**config.mk**
```make
export PLATFORM = sky130hd
export DESIGN_NAME = jbi_ncio_mack_ctl_flat
export DESIGN_NICKNAME = d
export VERILOG_FILES = /design/src/rtl/jbi_ncio_mack_pkg.sv /design/src/rtl/jbi_ncio_mack_if.sv /design/src/rtl/jbi_ncio_mack_fifo.sv /design/src/rtl/jbi_ncio_mack_ctl.sv /design/src/flat_wrapper.sv
export SDC_FILE = /design/constraint.sdc
export NUM_CORES = 1
export LEC_CHECK = 0
export BUFFER_PORTS_ARGS = -buffer_cell sky130_fd_sc_hd__buf_2
export CAP_MARGIN = 20
export CORE_AREA = 5 5 131 133
export DETAILED_ROUTE_END_ITERATION = 10
export DIE_AREA = 0 0 136 138
export PLACE_DENSITY = 0.86
export SETUP_SLACK_MARGIN = 0.05
export SYNTH_ARGS = -nofsm -noshare
export SYNTH_HDL_FRONTEND = slang
export SYNTH_SLANG_ARGS = --single-unit
```
**constraint.sdc**
```tcl
create_clock -name clk -period 3.9 [get_ports clk]
set_input_delay 0.195 -clock clk [delete_from_list [all_inputs] [get_ports clk]]
set_output_delay 0.195 -clock clk [all_outputs]
set_load 0.02 [all_outputs]
```
**src/rtl/jbi_ncio_mack_pkg.sv**
```systemverilog
// jbi_ncio_mack_pkg: shared constants for the ncio mondo-ack controller.
// Holds the default ADDR_W/ID_W/TO_W, the MAKQ entry bit layout
// {agtid, cpuid, nack, resolved}, and the one-hot pop-FSM encodings.
package jbi_ncio_mack_pkg;

    localparam int JBI_ADDR_W = 4;
    localparam int JBI_ID_W   = 5;
    localparam int JBI_TO_W   = 10;

    localparam int MAKQ_RES_BIT  = 0;
    localparam int MAKQ_NACK_BIT = 1;
    localparam int MAKQ_CPUID_LO = 2;
    localparam int MAKQ_CPUID_HI = MAKQ_CPUID_LO + JBI_ID_W - 1;
    localparam int MAKQ_AGTID_LO = MAKQ_CPUID_HI + 1;
    localparam int MAKQ_AGTID_HI = MAKQ_AGTID_LO + JBI_ID_W - 1;
    localparam int MAKQ_ENT_W    = MAKQ_AGTID_HI + 1;

    localparam int ST_IDLE_B = 0;
    localparam int ST_REQ_B  = 1;
    localparam int ST_HDR0_B = 2;
    localparam int ST_HDR1_B = 3;

    typedef enum logic [3:0] {
        ST_IDLE = 4'b0001,
        ST_REQ  = 4'b0010,
        ST_HDR0 = 4'b0100,
        ST_HDR1 = 4'b1000
    } mack_state_e;

endpackage

```
**src/rtl/jbi_ncio_mack_if.sv**
```systemverilog
// jbi_ncio_mack_if: MAKQ push side, IOB responses and the outbound JBus
// header port of the mondo-ack controller.
// slave modport: the controller; master modport: the surrounding logic.
// mack_timeout exists only when JBI_MACK_TIMEOUT_EN is defined.
interface jbi_ncio_mack_if #(
    parameter int ADDR_W = jbi_ncio_mack_pkg::JBI_ADDR_W,
    parameter int ID_W   = jbi_ncio_mack_pkg::JBI_ID_W
);
    logic              makq_push;
    logic [2*ID_W-1:0] makq_wdata;
    logic              makq_nack;
    logic              iob_jbi_mondo_ack_ff;
    logic              iob_jbi_mondo_nack_ff;
    logic              mack_gnt;
    logic              mack_req;
    logic              mack_vld;
    logic              mack_last;
    logic              mack_nack;
    logic [ID_W-1:0]   mack_agtid;
    logic [ID_W-1:0]   mack_cpuid;
    logic              makq_full;
    logic [ADDR_W:0]   makq_level;
    logic              makq_ovf;
    logic              mack_proto_err;
`ifdef JBI_MACK_TIMEOUT_EN
    logic              mack_timeout;
`endif

    modport slave (
        input  makq_push, makq_wdata, makq_nack,
        input  iob_jbi_mondo_ack_ff, iob_jbi_mondo_nack_ff, mack_gnt,
        output mack_req, mack_vld, mack_last, mack_nack, mack_agtid, mack_cpuid,
        output makq_full, makq_level, makq_ovf, mack_proto_err
`ifdef JBI_MACK_TIMEOUT_EN
        , output mack_timeout
`endif
    );

    modport master (
        output makq_push, makq_wdata, makq_nack,
        output iob_jbi_mondo_ack_ff, iob_jbi_mondo_nack_ff, mack_gnt,
        input  mack_req, mack_vld, mack_last, mack_nack, mack_agtid, mack_cpuid,
        input  makq_full, makq_level, makq_ovf, mack_proto_err
`ifdef JBI_MACK_TIMEOUT_EN
        , input mack_timeout
`endif
    );

endinterface

```
**src/rtl/jbi_ncio_mack_fifo.sv**
```systemverilog
// jbi_ncio_mack_fifo: MAKQ storage with wrap-bit pointers and a
// resolve-by-index write port.
// Ports: clk/rst; push/wdata/wr_res enqueue (dropped when full); pop retires
// the head; res_en/res_idx/res_nack resolve one stored entry; full/level/wptr
// status; head_* fields of the head entry; nxt_rdy says whether the entry
// that will be at the head next cycle is present and resolved, including
// this cycle's push, resolve and pop.
module jbi_ncio_mack_fifo
    import jbi_ncio_mack_pkg::*;
#(
    parameter int ADDR_W = JBI_ADDR_W,
    parameter int ID_W   = JBI_ID_W
) (
    input  logic              clk,
    input  logic              rst,
    input  logic              push,
    input  logic [2*ID_W-1:0] wdata,
    input  logic              wr_res,
    input  logic              pop,
    input  logic              res_en,
    input  logic [ADDR_W-1:0] res_idx,
    input  logic              res_nack,
    output logic              full,
    output logic [ADDR_W:0]   level,
    output logic [ADDR_W:0]   wptr,
    output logic              nxt_rdy,
    output logic [ID_W-1:0]   head_agtid,
    output logic [ID_W-1:0]   head_cpuid,
    output logic              head_nack
);
    logic [MAKQ_ENT_W-1:0] mem [2**ADDR_W];
    logic [ADDR_W:0]       rptr, nptr;
    logic [ADDR_W-1:0]     widx, ridx, nidx;
    logic                  wr_en;

    assign widx  = wptr[ADDR_W-1:0];
    assign ridx  = rptr[ADDR_W-1:0];
    assign full  = (wptr[ADDR_W] != rptr[ADDR_W]) && (widx == ridx);
    assign wr_en = push & ~full;
    assign level = wptr - rptr;
    assign nptr  = rptr + (ADDR_W+1)'(pop);
    assign nidx  = nptr[ADDR_W-1:0];

    // An empty slot may hold a stale resolved bit, so when the next head is
    // the write slot only this cycle's push can make it ready.
    assign nxt_rdy = (nptr != wptr) ? (mem[nidx][MAKQ_RES_BIT] | (res_en & (res_idx == nidx)))
                                    : (wr_en & wr_res);

    assign head_agtid = mem[ridx][MAKQ_AGTID_HI:MAKQ_AGTID_LO];
    assign head_cpuid = mem[ridx][MAKQ_CPUID_HI:MAKQ_CPUID_LO];
    assign head_nack  = mem[ridx][MAKQ_NACK_BIT];

    always_ff @(posedge clk or posedge rst) begin
        if (rst) begin
            wptr <= '0;
            rptr <= '0;
        end else begin
            wptr <= wptr + (ADDR_W+1)'(wr_en);
            rptr <= nptr;
        end
    end

    // A pre-nacked entry is written with nack and resolved both set.
    always_ff @(posedge clk) begin
        if (wr_en) mem[widx] <= {wdata, wr_res, wr_res};
        if (res_en) begin
            mem[res_idx][MAKQ_NACK_BIT] <= res_nack;
            mem[res_idx][MAKQ_RES_BIT]  <= 1'b1;
        end
    end

endmodule

```
**src/rtl/jbi_ncio_mack_ctl.sv**
```systemverilog
// jbi_ncio_mack_ctl: mondo ack controller; tracks the single pending mondo,
// resolves it from IOB ack/nack, and sends resolved MAKQ entries in FIFO
// order as two-cycle INT_ACK/INT_NACK headers after an arbiter grant.
// Ports: clk, rst (async, active high); bus (jbi_ncio_mack_if.slave) carries
// push/IOB/grant inputs and req/header/status outputs.
// Optional: JBI_MACK_TIMEOUT_EN adds a TO_W-bit pending timeout that forces
// a nack and pulses bus.mack_timeout.
module jbi_ncio_mack_ctl
    import jbi_ncio_mack_pkg::*;
#(
    parameter int ADDR_W = JBI_ADDR_W,
    parameter int ID_W   = JBI_ID_W,
    parameter int TO_W   = JBI_TO_W
) (
    input logic            clk,
    input logic            rst,
    jbi_ncio_mack_if.slave bus
);
    mack_state_e       state, state_nxt;
    logic [ADDR_W:0]   wptr;
    logic [ADDR_W-1:0] pend_ptr;
    logic [ID_W-1:0]   head_agtid, head_cpuid, hdr_agtid, hdr_cpuid;
    logic              head_nack, hdr_nack, full, nxt_rdy, pend_vld;
    logic              rsp, pend_push, to_hit, res_en, res_nack, ovf_q, perr_q;

    assign rsp       = bus.iob_jbi_mondo_ack_ff | bus.iob_jbi_mondo_nack_ff;
    assign pend_push = bus.makq_push & ~bus.makq_nack & ~full;
    // Only the old pending entry is ever resolved; a response beats the
    // forced nack of a second pending push, and nack beats ack.
    assign res_en    = pend_vld & (rsp | pend_push | to_hit);
    assign res_nack  = rsp ? bus.iob_jbi_mondo_nack_ff : 1'b1;

    jbi_ncio_mack_fifo #(.ADDR_W(ADDR_W), .ID_W(ID_W)) u_fifo (
        .clk        (clk),
        .rst        (rst),
        .push       (bus.makq_push),
        .wdata      (bus.makq_wdata),
        .wr_res     (bus.makq_nack),
        .pop        (state[ST_HDR1_B]),
        .res_en     (res_en),
        .res_idx    (pend_ptr),
        .res_nack   (res_nack),
        .full       (full),
        .level      (bus.makq_level),
        .wptr       (wptr),
        .nxt_rdy    (nxt_rdy),
        .head_agtid (head_agtid),
        .head_cpuid (head_cpuid),
        .head_nack  (head_nack)
    );

    always_comb begin
        state_nxt = state;
        unique case (state)
            ST_IDLE: state_nxt = nxt_rdy ? ST_REQ : ST_IDLE;
            ST_REQ:  state_nxt = bus.mack_gnt ? ST_HDR0 : ST_REQ;
            ST_HDR0: state_nxt = ST_HDR1;
            ST_HDR1: state_nxt = nxt_rdy ? ST_REQ : ST_IDLE;
            default: state_nxt = ST_IDLE;
        endcase
    end

    always_ff @(posedge clk or posedge rst) begin
        if (rst) begin
            state     <= ST_IDLE;
            pend_vld  <= 1'b0;
            pend_ptr  <= '0;
            hdr_nack  <= 1'b0;
            hdr_agtid <= '0;
            hdr_cpuid <= '0;
            ovf_q     <= 1'b0;
            perr_q    <= 1'b0;
        end else begin
            state    <= state_nxt;
            pend_vld <= pend_push | (pend_vld & ~res_en);
            if (pend_push) pend_ptr <= wptr[ADDR_W-1:0];
            if (state[ST_REQ_B] && bus.mack_gnt) {hdr_nack, hdr_agtid, hdr_cpuid} <= {head_nack, head_agtid, head_cpuid};
            ovf_q  <= bus.makq_push & full;
            perr_q <= (rsp & ~pend_vld) | (pend_push & pend_vld);
        end
    end

`ifdef JBI_MACK_TIMEOUT_EN
    logic [TO_W-1:0] to_cnt;
    logic            to_q;

    assign to_hit = pend_vld & (&to_cnt) & ~rsp & ~pend_push;

    always_ff @(posedge clk or posedge rst) begin
        if (rst) begin
            to_cnt <= '0;
            to_q   <= 1'b0;
        end else begin
            to_cnt <= pend_push ? '0 : (pend_vld ? to_cnt + TO_W'(1) : to_cnt);
            to_q   <= to_hit;
        end
    end

    assign bus.mack_timeout = to_q;
`else
    assign to_hit = 1'b0;
`endif

    assign bus.mack_req       = state[ST_REQ_B];
    assign bus.mack_vld       = state[ST_HDR0_B] | state[ST_HDR1_B];
    assign bus.mack_last      = state[ST_HDR1_B];
    assign bus.mack_nack      = hdr_nack;
    assign bus.mack_agtid     = hdr_agtid;
    assign bus.mack_cpuid     = hdr_cpuid;
    assign bus.makq_full      = full;
    assign bus.makq_ovf       = ovf_q;
    assign bus.mack_proto_err = perr_q;

endmodule

```
**src/flat_wrapper.sv**
```systemverilog
// flat-port wrapper written by rule: the top's interface ports become plain ports
module jbi_ncio_mack_ctl_flat import jbi_ncio_mack_pkg::*;
#(
    parameter int ADDR_W = JBI_ADDR_W,
    parameter int ID_W   = JBI_ID_W,
    parameter int TO_W   = JBI_TO_W
)
  (clk, rst, bus_makq_push, bus_makq_wdata, bus_makq_nack, bus_iob_jbi_mondo_ack_ff, bus_iob_jbi_mondo_nack_ff, bus_mack_gnt, bus_mack_req, bus_mack_vld, bus_mack_last, bus_mack_nack, bus_mack_agtid, bus_mack_cpuid, bus_makq_full, bus_makq_level, bus_makq_ovf, bus_mack_proto_err);
  jbi_ncio_mack_if #(.ADDR_W(ADDR_W), .ID_W(ID_W)) bus_i ();
  input logic clk;
  input logic rst;
  input wire logic [$bits(bus_i.makq_push)-1:0] bus_makq_push;
  input wire logic [$bits(bus_i.makq_wdata)-1:0] bus_makq_wdata;
  input wire logic [$bits(bus_i.makq_nack)-1:0] bus_makq_nack;
  input wire logic [$bits(bus_i.iob_jbi_mondo_ack_ff)-1:0] bus_iob_jbi_mondo_ack_ff;
  input wire logic [$bits(bus_i.iob_jbi_mondo_nack_ff)-1:0] bus_iob_jbi_mondo_nack_ff;
  input wire logic [$bits(bus_i.mack_gnt)-1:0] bus_mack_gnt;
  output wire logic [$bits(bus_i.mack_req)-1:0] bus_mack_req;
  output wire logic [$bits(bus_i.mack_vld)-1:0] bus_mack_vld;
  output wire logic [$bits(bus_i.mack_last)-1:0] bus_mack_last;
  output wire logic [$bits(bus_i.mack_nack)-1:0] bus_mack_nack;
  output wire logic [$bits(bus_i.mack_agtid)-1:0] bus_mack_agtid;
  output wire logic [$bits(bus_i.mack_cpuid)-1:0] bus_mack_cpuid;
  output wire logic [$bits(bus_i.makq_full)-1:0] bus_makq_full;
  output wire logic [$bits(bus_i.makq_level)-1:0] bus_makq_level;
  output wire logic [$bits(bus_i.makq_ovf)-1:0] bus_makq_ovf;
  output wire logic [$bits(bus_i.mack_proto_err)-1:0] bus_mack_proto_err;
  assign bus_i.makq_push = bus_makq_push;
  assign bus_i.makq_wdata = bus_makq_wdata;
  assign bus_i.makq_nack = bus_makq_nack;
  assign bus_i.iob_jbi_mondo_ack_ff = bus_iob_jbi_mondo_ack_ff;
  assign bus_i.iob_jbi_mondo_nack_ff = bus_iob_jbi_mondo_nack_ff;
  assign bus_i.mack_gnt = bus_mack_gnt;
  assign bus_mack_req = bus_i.mack_req;
  assign bus_mack_vld = bus_i.mack_vld;
  assign bus_mack_last = bus_i.mack_last;
  assign bus_mack_nack = bus_i.mack_nack;
  assign bus_mack_agtid = bus_i.mack_agtid;
  assign bus_mack_cpuid = bus_i.mack_cpuid;
  assign bus_makq_full = bus_i.makq_full;
  assign bus_makq_level = bus_i.makq_level;
  assign bus_makq_ovf = bus_i.makq_ovf;
  assign bus_mack_proto_err = bus_i.mack_proto_err;
  jbi_ncio_mack_ctl #(.ADDR_W(ADDR_W), .ID_W(ID_W), .TO_W(TO_W)) u_core (.clk(clk), .rst(rst), .bus(bus_i));
endmodule
```
# Word level (Yosys, flattened, before mapping)
# Memories as Yosys holds them, arrays and structs flattened. A register that Yosys moved wholly into a read port is not among the register bits.
# Cells that the tools add are included.
# word_totals
regBits	21
mem_bits_rw	192
inputBits	17
out_inout_bits	22
word_cells	51
memories	1
# classes
add_sub_neg	3
n_eq_ne	8
mux	9
bitwise	20
n_reduce_logical	3
# memory_table
memory	depth	word_bits	read_ports	rd_ports_with_merged_regs	write_ports	line_no	source
u_core.u_fifo.mem	16	12	2	1	2	jbi_ncio_mack_fifo.sv:31	logic [MAKQ_ENT_W-1:0] mem [2**ADDR_W];
# op_table
cell	count
$pmux 4 s3	1
$add 5x1->5	2
$and 1x1->1	10
$eq 4x4->1	2
$mux 1	6
$or 1x1->1	6
$ne 5x5->1	1
$sub 5x5->5	1
$eq 4x1->1 const B	1
$eq 4x2->1 const B	1
$eq 4x3->1 const B	1
$eq 4x4->1 const B	1
$not 1->1	4
$mux 3	1
$logic_and 1x1->1	2
$mux 2	1
$reduce_or 2->1	1
$ne 1x1->1	1

# Logic depth before layout (Yosys ltp)
# Gate-level depths: netlist of the first run.
# logic_depth
depth_word	11
mapped_depth	11

# Hierarchy
# Synthesis of the first run repeated with hierarchy kept, for this count alone.
# hier_totals
hier_cells	585
area_unflattened_um2	9536.6
# by_module_without_submodules
module	instances	cells_per_inst	area_each_um2	seq_area_each_um2
jbi_ncio_mack_fifo	1	519	8592.0	5855.6
jbi_ncio_mack_ctl	1	66	944.7	551.8

# Worst setup path after synthesis of the first run
# OpenSTA, ideal clock, no wires.
# synth_path
path_kind	reg2reg
from	reg u_core.u_fifo.rptr[3]
to	mem u_core.u_fifo.mem[4][1] in the netlist's numbering, enable pin
arrival_ps	3215
setup_slack_ps	388
stages_incl_launch_ff	8
n_path_buf	1
period_less_slack_ps	3512
cell_sequence	dfrtp_1 -> inv_2 -> buf_1 -> ha_1 -> nand4_1 -> o21ai_1 -> nor4_1 -> nand2b_1
# synth_lines
element	line_no	source
from (decl)	jbi_ncio_mack_fifo.sv:32	logic [ADDR_W:0] rptr, nptr;
from (signal assigned)	jbi_ncio_mack_fifo.sv:59	rptr <= nptr;
to (decl)	jbi_ncio_mack_fifo.sv:31	

==> results of run 1 <==
## flip-flops by register name, indices dropped and copies added, names as in the netlist, 4 cells and up
register	flops
u_core.bus.mack_cpuid	5
u_core.u_fifo.rptr	5
u_core.u_fifo.wptr	5
u_core.bus.mack_agtid	5
u_core.pend_ptr	4
u_core.state	4
u_core.u_fifo.mem	192
## cell type report
class	count	area, sq um	share of cell area (%)
clock buffers	27	589.3	5.499
multi-input cells	268	2851	26.61
well taps	216	270.3	2.522
flip-flops and latches	224	6410	59.81
repair buffers	57	340.3	3.176
clock inverters	13	157.7	1.471
inverters	26	97.59	0.9107
## path summary, 6_finish.rpt
path,cells past startpoint,end,start
setup / recovery,9,u_core.u_fifo.mem[7][1],u_core.u_fifo.rptr[2]
max in group asynchronous,4,u_core.u_fifo.rptr[1],rst
setup reg to reg,9,u_core.u_fifo.mem[7][1],u_core.u_fifo.rptr[2]
hold reg to reg,2,u_core.u_fifo.mem[13][0],u_core.u_fifo.mem[13][0]
hold / removal,1,u_core.u_fifo.mem[1][4],bus_makq_wdata[2]
min in group asynchronous,4,u_core.bus.mack_nack,rst
## Yosys cell counts, types with 6 or more instances
cell | number | area [sq um]
edfxtp_1 | 176 | 5285
mux4_2 | 49 | 1104
nand2_1 | 38 | 142.6
dfrtp_1 | 31 | 775.7
nand3_1 | 24 | 120.1
inv_1 | 21 | 78.83
clkbuf_1 | 20 | 75.07
mux2i_1 | 17 | 170.2
dfxtp_1 | 16 | 320.3
mux2_2 | 14 | 157.7
nor2_1 | 13 | 48.80
xnor2_1 | 12 | 105.1
mux4_1 | 10 | 262.8
ha_1 | 8 | 100.1
nand2b_1 | 8 | 50.05
o21ai_0 | 7 | 35.03
o21ai_1 | 6 | 30.03
## worst max-delay path, cell delays in order (launching register included)
cell and delay, ps:
dfrtp_1 330, buf_4 300, inv_1 80, ha_1 380, nand4_1 230, o2111ai_1 880, nor2_1 200, buf_4 270
nand2_1 100, mux2i_1 70
## power by group through the flow
stage / sequential, mW / combinational, mW / clock (mW)
final: 3.34 / 2.18 / 2.17
after floorplan: 3.25 / 1.66 / 0
after global placement: 3.33 / 2.09 / 0
after global routing: 3.38 / 2.35 / 2.30
after CTS: 3.33 / 2.19 / 2.20
after detailed placement: 3.37 / 2.16 / 0
## cells by family after synthesis
kind of cell             count (synthesis)  share of synthesized area (%)
adder cells (fa/ha/maj)                  9                          1.266
flip-flops                             224                          67.54
AO/OA/AOI/OAI                           36                          2.572
buffers and inverters                   56                          2.624
XOR/XNOR                                20                          2.216
AND/OR/NAND/NOR                        113                          5.922
multiplexers                            90                          17.86
## what timing repair did
| action | in CTS | in global routing |
|---|---|---|
| endpoints found under the hold margin | 33 | 0 |
| setup endpoints to repair | 0 | 0 |
| setup buffers | 0 | 0 |
| hold buffers | 3 | 0 |
## placed cells by master, fill, tap and decap left out, drive strengths merged, types with 2 or more instances in the layout
cell type / netlist / layout
nand2: 38 / 38
nand2b: 8 / 8
dfxtp: 16 / 16
mux2i: 17 / 17
clkinvlp: 0 / 2
nor3: 5 / 5
xnor2: 13 / 13
nor2: 13 / 13
and4: 2 / 2
edfxtp: 176 / 176
nand4b: 2 / 2
bufinv: 0 / 3
o2111ai: 3 / 3
clkbuf: 20 / 27
and3: 2 / 2
xnor3: 2 / 2
a21o: 4 / 4
nor4b: 2 / 2
dlygate4sd3: 0 / 3
mux4: 59 / 59
buf: 10 / 54
clkinv: 1 / 8
or4: 2 / 2
o211ai: 5 / 5
o311a: 2 / 2
nand3: 24 / 24
xor2: 5 / 5
inv: 25 / 26
o21ai: 13 / 13
nand4: 4 / 4
a21oi: 5 / 5
mux2: 14 / 14
or2: 5 / 5
nor2b: 3 / 3
ha: 8 / 8
dfrtp: 31 / 31
## metrics by stage
stage	power, mW	setup WS (ps)
3_3_place_gp	5.422	960.8
6_report	7.686	777.8
3_5_place_dp	5.535	890.9
4_1_cts	7.713	837.1
2_1_floorplan	4.916	387.9
5_1_grt	8.026	582.9
## layer usage
layer,vias up,GRT usage (%),wire [microns]
li1,2247,-,-
met1,2723,29.74,7897
met2,274,38.64,10870
met3,47,5.116,1583
met4,0,8.011,626
met5,-,0,0
==> impl_results.md, run 1 <==
- Crit Path Max Fanout: 16
- Sw Share: 31.03%
- FF-to-FF setup slack: 780 ps
- Worst setup SP type: register
- Mapped Area: 0.009487 sq mm
- Most used flip-flop cell after synthesis: edfxtp_1
- Setup violators final: 0
- Global-route wire length before repair: 32480 microns
- Clock Path Buffers: 3
- Crit path DAT: 3360 ps
- Num rows: 46
- CP Class: reg2reg
- Crit end category: register
- CP required: 4140 ps
- Starting Density: ~60%
- Layout cells sized above 1: 26.99%
- Clock power share: between 20 and 30%
- Combinational group share of total power: 28.4%
- Period utilization: 80.06%
- DR WL/cell: 25.24 microns
- Fmax: about 320 MHz
- Post-synth EDFFs: between 150 and 200
- ANT cells: 0
- CTS tree: yes
- Total die area: 0.01877 sq mm
- Hold Vio Cnt, Final: 0
- GP Congestion: 0.9121
- DR pass1 iterations: 5
- Unrepaired setup endpoints after global routing: no
- Final Cell Area: 0.01072 sq mm
- CTS root buffer: clkbuf_16
- Die height: 138 microns
- GR Util All Layers: 23.00%
- Residual DRC: 0
- Mean Syn Cell Area: between 15 and 20 sq um
- Power Density: about 720 mW/mm^2
- Hold Crit Class: in2reg
- # IOs: 39
- Clock transition at path regs: 70 ps
- Total core area: 0.01571 sq mm
- Total grt overflow: 0
- Status: finished clean
- Total routed wirelength: 20970 microns
- Slew HR: 32.25%
- Yosys warning count: 0
- Maxcap violations: 0
- WHS: 47.95 ps
- CTS H-tree depth: 1
- Detail Placement HPWL: between 10000 and 15000 microns
- Latest clock arrival within the worst-skew pair: 510 ps
- Pleak: 3.967 nW
- Clk sink count: 224
- Largest net degree at the start of global routing: 48
- Post-Syn Nets: 574
- Sequential power share: 43.4%
- Fill cells: 995
- Post-synth ARST share: about 14%
- Placed cell area: 0.009940 sq mm
- Max-slew violation total from the final report: 0
- Clock Skews: approximately 20 ps
- Worst Tran Pin Value: 1015 ps
- Peak VDD IR: 0.3375 mV
- Synthesis-to-layout area growth: 12.96%
- Int Pwr: 5.301 mW
- Via density: 6.367
- #FFs+latches synth: 224
- Vias in the first global route: 5506
- Via count: 5291
- Fin util: between 60% and 70%
- Sw Pwr: 2.385 mW
- Synth cell types: 50
- Chip Width: 136 microns
- Nets: between 600 and 700
- Post-route setup TNS: 0 ps
- Placed cell count: 788
- DRT iter0 DRCs: 592
- Sequential-to-total area share from yosys stat: 67.54%
- Port buffer count: 38
- Min cycle time layout: 3122 ps
- Total CTS buffers: 22
- Post_cts resized: 0
- Routed Antenna Nets: 0
- Initial antenna violation count: 0
- Fin cells: roughly 830
- Synth Instances: 548
Note: power is estimated with default switching activity, not from simulation.
==> run 2, diff against run 1 <==
==> constraint.sdc (replaced) <==
create_clock -name clk -period 3.16 [get_ports clk]
set_input_delay 0.158 -clock clk [delete_from_list [all_inputs] [get_ports clk]]
set_output_delay 0.158 -clock clk [all_outputs]
set_load 0.02 [all_outputs]
==> impl_results.md, run 2 (same netlist as run 1, synthesis figures left out) <==
- Reg with most FFs: u_core.u_fifo.mem
- CP Class: reg2reg
- WHS: approximately 22 ps
- Clk sink count: 224
- Total routed wirelength: 20970 microns
- Residual DRC: 0
- CP required: about 3500 ps
- Total core area: about 0.016 sq mm
- Multi-input gate area: about 0.0029 sq mm
- Num rows: 46
- Unrepaired setup endpoints after global routing: no
- Synthesis-to-layout area growth: 13.56%
- Detail Placement HPWL: 13180 microns
- Vias in the first global route: between 5000 and 6000
- Initial antenna violation count: 0
- Most frequent cells in the layout: 176 x edfxtp_1, 49 x mux4_2, 38 x nand2_1, 38 x buf_2, 29 x dfrtp_1
- Largest net degree at the start of global routing: between 40 and 50
- WP depth: 7
- Fin cells: 842
- Via count: 5304
- Port buffer count: 38
- Starting Density: 60.38%
- Hold Vio Cnt, Final: 0
- Status: finished clean
- CTS H-tree depth: 1
- CP cell instances: ha_1 -> nand4_1 -> o21ai_1 -> or4_1 -> inv_2 -> nand2_1 -> mux2i_1
- Crit end category: register
- Crit Path Max Fanout: 12
- Setup violators final: 0
- Via density: 6.299
- Total power: between 9 and 10 mW
- GR Util All Layers: a little under a quarter
- Peak VDD IR: 0.5154 mV
- Register area: 0.006410 sq mm
- Crit path DAT: 3220 ps
- Largest register FFs: 192
- Total die area: 0.01877 sq mm
- RR Endpoint: u_core.u_fifo.mem[8][1]
- Placed cell count: approximately 800
- Worst Tran Pin Value: 696.6 ps
- CTS tree: yes
- Layout cells sized above 1: about 28%
- Fin util: 68.56%
- Period utilization: 91.28%
- Clock Skews: 11.49 ps
- Pleak: 4.014 nW
- DRT iter0 DRCs: about 530
- Max-slew violation total from the final report: 0
- Slowest cell on crit path: dfrtp_1
- Worst R2R Start: u_core.u_fifo.wptr[3]
- Hold Crit Class: in2reg
- CTS root buffer: clkbuf_16
- Maxcap violations: 0
- Routed Antenna Nets: 0
- Clock transition at path regs: 70 ps
- Post_cts resized: 0
- Total CTS buffers: 22
- Post-CTS setup buffers: 0
- Clock Path Buffers: 3
- Chip Width: 136 microns
- DR pass1 iterations: 5
- Worst setup SP type: register
- DR WL/cell: 24.91 microns
- FF-to-FF setup slack: ~280 ps
- Nets: 636
- Latest clock arrival within the worst-skew pair: 500 ps
- GP Congestion: 0.9538
- Fill cells: between 900 and 1000
- # IOs: 39
- Min cycle time layout: 2884 ps
- Power Density: 876.4 mW/mm^2
- Worst Setup EP: u_core.u_fifo.mem[8][1]
- Post-route setup TNS: 0 ps
- ANT cells: 0
- Total grt overflow: 0
- Die height: about 140 microns
- Global-route wire length before repair: 32890 microns
- Slowest Stage Delay on Critical Path: 650 ps
- Commonest non-fill, non-tap cell in the layout: edfxtp_1
- Reg2reg path depth: 7
- Worst path top cell family by delay: simple AND/OR/NAND/NOR gates
- CP Launch Point: u_core.u_fifo.wptr[3]
- WP buf/inv: 1
- Slew HR: 53.56%
- Fmax: approximately 350 MHz
run 2: cell count changes in the layout (fill, tap and decap cells not counted):
cell	before	now
buf_12	0	1
buf_4	16	26
bufinv_16	3	1
clkbuf_1	3	4
clkbuf_16	22	23
clkbuf_8	2	3
clkinv_1	3	6
clkinv_2	4	2
clkinv_4	0	2
clkinv_8	1	0
clkinvlp_4	2	0
inv_6	1	0
run 2: worst min path at each step:
stage	from	endpoint	slack (ps)	cells after the start
floorplan	bus_makq_wdata[8]	u_core.u_fifo.mem[0][10]	260	0
global placement	rst	u_core.bus.mack_agtid[2]	280	3
detailed placement	rst	u_core.bus.mack_agtid[1]	290	3
CTS	bus_iob_jbi_mondo_ack_ff	u_core.pend_vld	30	3
global route	bus_makq_wdata[1]	u_core.u_fifo.mem[14][3]	40	1
finish	bus_iob_jbi_mondo_ack_ff	u_core.bus.mack_proto_err	20	3
run 2: cell type report:
cell class	count	area share (%)
repair buffers	68	4.042
inverters	26	0.9059
clock buffers	30	5.865
well taps	216	2.509
clock inverters	10	0.7085
flip-flops and latches	224	59.50
multi-input cells	268	26.47
run 2: worst reg2reg max path: stages (launching register included):
cell and delay (ps):
dfrtp_1 650, ha_1 380, nand4_1 230, o21ai_1 230, or4_1 620, inv_2 310, nand2_1 130, mux2i_1 180
run 2: power breakdown:
part           internal (mW)  leakage (nW)  switching [mW]
combinational           1.31          1.54            1.52
sequential              3.70          2.13           0.357
clock                   1.48         0.348            1.07
run 2: what timing repair did:
action | in CTS | in global routing
hold buffers | 3 | 0
endpoints found under the hold margin | 33 | 0
endpoints found under the setup margin | 0 | 0
run 2: per-stage QoR:
stage / instance area (sq um) / setup slack [ps]
global placement: 10030 / 469.9
global route: 10770 / 121.1
CTS: 10770 / 302.8
finish: 10770 / 275.6
detailed placement: 10030 / 346.7
floorplan: 9508 / 127.8
run 2: routing by layer:
| metal | vias up | global-route usage, % | wire (microns) |
|---|---|---|---|
| li1 | 2270 | - | - |
| met1 | 2703 | 31.09 | 7937 |
| met2 | 273 | 38.62 | 10820 |
| met3 | 58 | 3.266 | 1406 |
| met4 | 0 | 8.912 | 807 |
| met5 | - | 0 | 0 |
